===== config.mk =====
export PLATFORM = sky130hd
export DESIGN_NAME = alu_issue_ctrl
export DESIGN_NICKNAME = d
export VERILOG_FILES = /design/src/rtl/alu_issue_ctrl.sv
export SDC_FILE = /design/constraint.sdc
export NUM_CORES = 1
export LEC_CHECK = 0
export BUFFER_PORTS_ARGS = -buffer_cell sky130_fd_sc_hd__buf_2
export CAP_MARGIN = 15
export CORE_MARGIN = 2
export CORE_UTILIZATION = 40
export CTS_BUF_LIST = sky130_fd_sc_hd__clkbuf_2
export CTS_CLUSTER_DIAMETER = 30
export CTS_CLUSTER_SIZE = 24
export DETAILED_ROUTE_END_ITERATION = 8
export GPL_TIMING_DRIVEN = 0
export SLEW_MARGIN = 10
export SYNTH_ARGS = -nofsm -noshare
export SYNTH_HDL_FRONTEND = slang
export SYNTH_SLANG_ARGS = --single-unit

===== constraint.sdc =====
create_clock -name clk -period 7.3 [get_ports clk]
set_input_delay 1.46 -clock clk [delete_from_list [all_inputs] [get_ports clk]]
set_output_delay 1.46 -clock clk [all_outputs]
set_load 0.02 [all_outputs]

===== src/rtl/alu_issue_ctrl.sv =====
// alu_issue_ctrl
//   Queues {A, B, select} commands in a small FIFO and issues them one at a
//   time to a combinational ALU stage. The result is captured into a
//   valid/ready output register. The ALU only re-evaluates when its select
//   changes, so every issue first drives the inverted select for one cycle
//   (PRIME) and then the real select (ISSUE).
//
// Ports
//   clk, rst          clock; synchronous active-high reset
//   cmd_valid/ready   command handshake (cmd_ready is registered)
//   cmd_a/b/sel       command operands and ALU select
//   alu_a/b/select    operands and select driven to the ALU
//   alu_result        ALU output
//   res_valid/ready   result handshake
//   res_data/sel      captured result and the select that produced it
//   cmd_count         FIFO occupancy
//   busy              sequencer active or commands queued
module alu_issue_ctrl #(
    parameter int DATA_W = 8,
    parameter int SEL_W  = 3,
    parameter int DEPTH  = 4
) (
    input  logic                     clk,
    input  logic                     rst,
    input  logic                     cmd_valid,
    output logic                     cmd_ready,
    input  logic [DATA_W-1:0]        cmd_a,
    input  logic [DATA_W-1:0]        cmd_b,
    input  logic [SEL_W-1:0]         cmd_sel,
    output logic [DATA_W-1:0]        alu_a,
    output logic [DATA_W-1:0]        alu_b,
    output logic [SEL_W-1:0]         alu_select,
    input  logic [DATA_W-1:0]        alu_result,
    output logic                     res_valid,
    input  logic                     res_ready,
    output logic [DATA_W-1:0]        res_data,
    output logic [SEL_W-1:0]         res_sel,
    output logic [$clog2(DEPTH):0]   cmd_count,
    output logic                     busy
);

    localparam int PTR_W = $clog2(DEPTH);
    localparam int CNT_W = PTR_W + 1;

    typedef enum logic [1:0] {IDLE, PRIME, ISSUE, WAIT} state_t;

    state_t              state_q, state_d;
    logic [DATA_W-1:0]   fifo_a_q [DEPTH];
    logic [DATA_W-1:0]   fifo_b_q [DEPTH];
    logic [SEL_W-1:0]    fifo_s_q [DEPTH];
    logic [PTR_W-1:0]    wr_ptr_q, wr_ptr_d;
    logic [PTR_W-1:0]    rd_ptr_q, rd_ptr_d;
    logic [CNT_W-1:0]    count_q, count_d;
    logic                cmd_ready_q, cmd_ready_d;
    logic [DATA_W-1:0]   alu_a_q, alu_a_d;
    logic [DATA_W-1:0]   alu_b_q, alu_b_d;
    logic [SEL_W-1:0]    alu_sel_q, alu_sel_d;
    logic [SEL_W-1:0]    sel_q, sel_d;
    logic                res_valid_q, res_valid_d;
    logic [DATA_W-1:0]   res_data_q, res_data_d;
    logic [SEL_W-1:0]    res_sel_q, res_sel_d;
    logic                push;
    logic                pop;

    always_comb begin
        state_d     = state_q;
        pop         = 1'b0;
        alu_a_d     = alu_a_q;
        alu_b_d     = alu_b_q;
        alu_sel_d   = alu_sel_q;
        sel_d       = sel_q;
        res_valid_d = res_valid_q;
        res_data_d  = res_data_q;
        res_sel_d   = res_sel_q;

        // cmd_ready is registered, so a full FIFO never accepts even if it pops.
        push = cmd_valid && cmd_ready_q;

        unique case (state_q)
            IDLE: begin
                if (count_q != '0) begin
                    pop     = 1'b1;
                    state_d = PRIME;
                end
            end
            PRIME: begin
                alu_sel_d = sel_q;
                state_d   = ISSUE;
            end
            ISSUE: begin
                res_data_d  = alu_result;
                res_sel_d   = sel_q;
                res_valid_d = 1'b1;
                state_d     = WAIT;
            end
            WAIT: begin
                if (res_valid_q && res_ready) begin
                    res_valid_d = 1'b0;
                    if (count_q != '0) begin
                        pop     = 1'b1;
                        state_d = PRIME;
                    end else begin
                        state_d = IDLE;
                    end
                end
            end
            default: state_d = IDLE;
        endcase

        // Load the head entry; the inverted select guarantees a transition in PRIME.
        if (pop) begin
            alu_a_d   = fifo_a_q[rd_ptr_q];
            alu_b_d   = fifo_b_q[rd_ptr_q];
            sel_d     = fifo_s_q[rd_ptr_q];
            alu_sel_d = ~fifo_s_q[rd_ptr_q];
        end

        wr_ptr_d = push ? wr_ptr_q + PTR_W'(1) : wr_ptr_q;
        rd_ptr_d = pop  ? rd_ptr_q + PTR_W'(1) : rd_ptr_q;

        unique case ({push, pop})
            2'b10:   count_d = count_q + CNT_W'(1);
            2'b01:   count_d = count_q - CNT_W'(1);
            default: count_d = count_q;
        endcase

        cmd_ready_d = (count_d < CNT_W'(DEPTH));
    end

    always_ff @(posedge clk) begin
        if (rst) begin
            state_q     <= IDLE;
            wr_ptr_q    <= '0;
            rd_ptr_q    <= '0;
            count_q     <= '0;
            cmd_ready_q <= 1'b1;
            alu_a_q     <= '0;
            alu_b_q     <= '0;
            alu_sel_q   <= '0;
            sel_q       <= '0;
            res_valid_q <= 1'b0;
            res_data_q  <= '0;
            res_sel_q   <= '0;
        end else begin
            state_q     <= state_d;
            wr_ptr_q    <= wr_ptr_d;
            rd_ptr_q    <= rd_ptr_d;
            count_q     <= count_d;
            cmd_ready_q <= cmd_ready_d;
            alu_a_q     <= alu_a_d;
            alu_b_q     <= alu_b_d;
            alu_sel_q   <= alu_sel_d;
            sel_q       <= sel_d;
            res_valid_q <= res_valid_d;
            res_data_q  <= res_data_d;
            res_sel_q   <= res_sel_d;
        end
    end

    // FIFO storage needs no reset; occupancy is tracked by the pointers.
    always_ff @(posedge clk) begin
        if (push) begin
            fifo_a_q[wr_ptr_q] <= cmd_a;
            fifo_b_q[wr_ptr_q] <= cmd_b;
            fifo_s_q[wr_ptr_q] <= cmd_sel;
        end
    end

    assign cmd_ready  = cmd_ready_q;
    assign alu_a      = alu_a_q;
    assign alu_b      = alu_b_q;
    assign alu_select = alu_sel_q;
    assign res_valid  = res_valid_q;
    assign res_data   = res_data_q;
    assign res_sel    = res_sel_q;
    assign cmd_count  = count_q;
    assign busy       = (state_q != IDLE) || (count_q != '0);

endmodule


# Word-level counts from Yosys, hierarchy flattened
# Memories as Yosys holds them, arrays and structs flattened. A register that Yosys moved wholly into a read port is not among the register bits.
# Cells that the tools add are included.
# Widths: inputs -> output; s select.
# op_classes
bitwise_logic	1
add_sub_neg	4
n_mux	16
n_reduce_logical	10
n_eq_ne	7
order_cmp	1
# ops
op	n
$mux 2	4
$pmux 2 s4	1
$eq 2x2->1 const B	3
$mux 1	6
$mux 3	2
$pmux 3 s2	1
$reduce_bool 2->1	3
$add 2x1->2 const B	2
$eq 2x1->1 const B	2
$ne 2x2->1 const B	2
$pmux 1 s2	2
$reduce_and 2->1	2
$add 3x1->3 const B	1
$lt 3x3->1 const B	1
$not 3->3	1
$reduce_bool 3->1	1
$sub 3x1->3 const B	1
$logic_and 1x1->1	2
$logic_not 2->1	1
$logic_or 1x1->1	1
# totals
regBits	28
out_inout_bits	36
wordCells	52
inputBits	31
n_memories	3
mem_bits_rw	76
# mem_list
memory	words	width	rd	rd_ports_with_merged_regs	write_ports	line	text
fifo_a_q	4	8	1	1	1	48	logic [DATA_W-1:0] fifo_a_q [DEPTH];
fifo_b_q	4	8	1	1	1	49	logic [DATA_W-1:0] fifo_b_q [DEPTH];
fifo_s_q	4	3	1	1	1	50	logic [SEL_W-1:0] fifo_s_q [DEPTH];

# Longest topological paths before layout
# depth
depth_word	7
ltp_mapped	13
depth_no_buf	11

# Worst setup path after synthesis
# No wires, ideal clock.
# synth_timing
path_type	input -> register
from	input port res_ready
to	register cmd_ready_q, in the netlist cmd_ready
path_slack_ns	3.965
setup_time_ns	0.123
required_time_ns	7.177
t_arrival_ns	3.212
n_path_buf	2
cell_stages	11
path_cell_list	a31oi_1 > or3_1 > buf_2 > inv_2 > buf_4 > ha_1 > fa_1 > xnor2_1 > nor2_1 > xnor2_1 > or2_2
# synth_between
elab_chain_len	6
word_cells_on_any_way	7
cone_classes	order compare (1); eq/ne (2); mux (3); reduce/logical (1)
# synth_rtl
item	line	text
start: declaration	35	input logic res_ready,
$logic_and 1x1->1 *	97	if (res_valid_q && res_ready) begin
$mux 1 *	97	
$pmux 1 s2 *	79	unique case (state_q)
net pop	63	logic pop;
$eq 2x1->1 / $eq 2x2->1 (equally long branches)	121	unique case ({push, pop})
$pmux 3 s2 *	121	
$lt 3x3->1 *	127	cmd_ready_d = (count_d < CNT_W'(DEPTH));
end signal: assignment	149	cmd_ready_q <= cmd_ready_d;
end: declaration	54	logic cmd_ready_q, cmd_ready_d;
# Mark *: on every way through the listed nets, which the timed path passes. The rest lies on a longest branch.
# A chain may end at the register's enable or synchronous reset.

# Final worst setup path
# layout_timing
from	register count_q[0], in the netlist cmd_count[0]
to	output port busy
# layout_between
elab_chain_len	2
# layout_rtl
item	line	text
start: declaration	53	logic [CNT_W-1:0] count_q, count_d;
start signal: assignment	148	count_q <= count_d;
$reduce_bool 3->1	177	assign busy = (state_q != IDLE) || (count_q != '0);
$logic_or 1x1->1	177	
end: declaration	39	output logic busy
# Every way passes these cells.

==> impl_metrics.ini <==
[run_status]
outcome = finished clean

[placement]
portBuffers = 65
place_hpwl_um = 5450
dpl-instance-area_um2 = 5090
gp_congestion = 0.745

[global_routing]
grt_max_degree = 20
antenna_found_initial = 0
grt_overflow = 0
grt_pass1_vias = 2647
grt_usage_pct = 14.5
grt_pass1_wl_um = 13600

[clocking]
post_cts_resized = 0
cts-htree-levels = 4
hold_buffers = 0
cts-root-buf = clkbuf_2
path_clk_slew_ns = 0.17
cts.sinks = 122
cts-buffers-inserted = 17
cts_setup_buffers = 0
tritoncts = done
clkLatencyLatePin_ns = 0.63
cts_buffer_depth = 2

[synthesis]
yosys_warnings = 0
syn_inst = 306
ys_seq_area_share_pct = 69.8
synthArstFlopShare_pct = 0
synth_edf_count = 76
synth.avg_cell_area_um2 = 15.0
synth_area_leaders = edfxtp_1 (50%), dfxtp_1 (20%), mux4_2 (9.3%)
yosysMostFrequentCell = edfxtp_1
ys_ff_latch = 122
synth_top_area_cell = edfxtp_1
synth_common_cells = edfxtp_1 (76), nand2_1 (48), dfxtp_1 (46)
synth.distinct_cells = 30
syn-num-nets = 348
synth_ff_type = edfxtp_1
synth_top_area_share_pct = 49.8
syn_area_um2 = 4590

[timing]
tns_ns = 0
rsz0062_at_grt = no
slew_headroom_pct = 32.4
period_needed_ns = 3.13
worstMarginPinSlew_ns = 1.01
maxSlewViolCount = 0
fin_crit_sh_pct = 42.9
setup_viol = 0
hold_viol = 0
fmax_mhz = 320
fin_skew_ns = 0.0204

[finish]
multi_input_area_um2 = 1280
area_growth_pct = 15.1
regArea_um2 = 3200
num_antenna_cells = 0
design_area_um2 = 5280
fillers = 1072
drive_gt1_share_pct = 31.0
final_nets = 432

[drt]
wl_per_cell_um = 15.2
route.detailed.drc = 0
via_per_inst = 4.73
drt_iter0_drc = 138
wl_um = 8270
dr.pass1.iters = 4
vias = 2583
antenna_left = 0

[floorplan]
io_pins = 67
chipHeight_um = 111
dieArea_um2 = 12300
initial_core_util_pct = 40.5
coreArea_um2 = 11300
row_count = 39
die_x_um = 111

[critical_path]
crit_path_end_kind = primary output
regToRegSetupSlack_ns = 4.41
cp-start-kind = flip-flop
crit_fanout = 4
worstSetupPathType = reg -> out
arrival_ns = 1.67
cp.required_ns = 5.84

[power_and_ir_drop]
p_per_area_nw_per_um2 = 352
leakagePower_nw = 2.00
ir_drop_mv = 0.149

[hold_path]
hold_class = reg -> reg

[run]
cap_violations = 0
-- stage by stage --
step | instances | power [mW] | util, % | hold slack, ns | worst slack [ns]
6_report | 546 | 1.86 | 46.7 | 0.464 | 4.17
5_1_grt | 546 | 1.99 | 46.7 | 0.487 | 3.97
4_1_cts | 546 | 1.90 | 46.7 | 0.465 | 4.09
3_5_place_dp | 514 | 1.54 | 45.0 | 0.445 | 3.61
3_3_place_gp | 514 | 1.53 | 45.0 | 0.442 | 3.62
2_1_floorplan | 306 | 1.36 | - | 0.449 | 3.96
-- critical path, cell delays in order, from the launching register on --
cell     delay [ns]
dfxtp_1        0.38
nor3_1         0.42
nand2_1        0.09
buf_2          0.17
-- per-layer routing --
| layer | share of wire [%] | track usage [%] | vias to the layer above |
|---|---|---|---|
| met5 | 0 | 0 | - |
| met4 | 0.79 | 5.51 | 0 |
| met3 | 6.0 | 4.98 | 6 |
| met2 | 51 | 24.3 | 70 |
| met1 | 42 | 17.4 | 1225 |
| li1 | - | - | 1282 |
-- layout make-up --
cell class / instances / area share, %
Buffer: 15 / 1.49
Tap cell: 143 / 3.39
Multi-Input combinational cell: 162 / 24.2
Inverter: 7 / 0.498
Timing Repair Buffer: 65 / 6.16
Sequential cell: 122 / 60.6
Clock inverter: 10 / 1.52
Clock buffer: 22 / 2.08
-- placed cells by master, fill, tap and decap left out, types with 10 or more instances in the layout --
cell type  Yosys  layout
edfxtp_1      76      76
nor2_1        20      20
mux2i_1       16      16
ha_1          10      10
a21oi_1       22      22
mux4_2        19      19
nand2_1       48      48
clkbuf_2       0      22
dfxtp_1       46      46
buf_2          6      71
-- kinds of logic (layout without fill, tap and decap cells) --
kind of cell | count (synthesis) | in the layout | synth area share (%)
DFF | 122 | 122 | 69.8
muxes | 35 | 35 | 12.8
and+or+nand+nor | 83 | 83 | 7.58
AOI/OAI and AO/OA | 28 | 28 | 3.36
xor gates and xnor gates | 5 | 5 | 0.955
buffers and inverters | 22 | 119 | 2.29
adders and majority gates | 11 | 11 | 3.16
-- flip-flops by register name, summed over array words and instances (netlist names), named ones only --
signal,flops
res_sel,3
wr_ptr_q,2
fifo_b_q,32
cmd_count,2
alu_a,8
alu_select,3
fifo_a_q,32
fifo_s_q,12
res_data,8
sel_q,3
rd_ptr_q,2
state_q,2
alu_b,8
cmd_ready,1
res_valid,1
-- power by group --
| part | internal [mW] | leakage, nW | switching, mW |
|---|---|---|---|
| registers | 0.876 | 1.07 | 0.0608 |
| logic | 0.228 | 0.807 | 0.340 |
| clock network | 0.124 | 0.125 | 0.230 |
-- final timing paths --
path                              startpoint         to  cells past startpoint
worst min-delay path                alu_b[6]   alu_b[6]                      2
worst max-delay path            cmd_count[0]       busy                      3
worst min register to register      alu_b[6]   alu_b[6]                      2
worst max register to register    state_q[0]  cmd_ready                     13
Power figures use the tool's default switching activity.
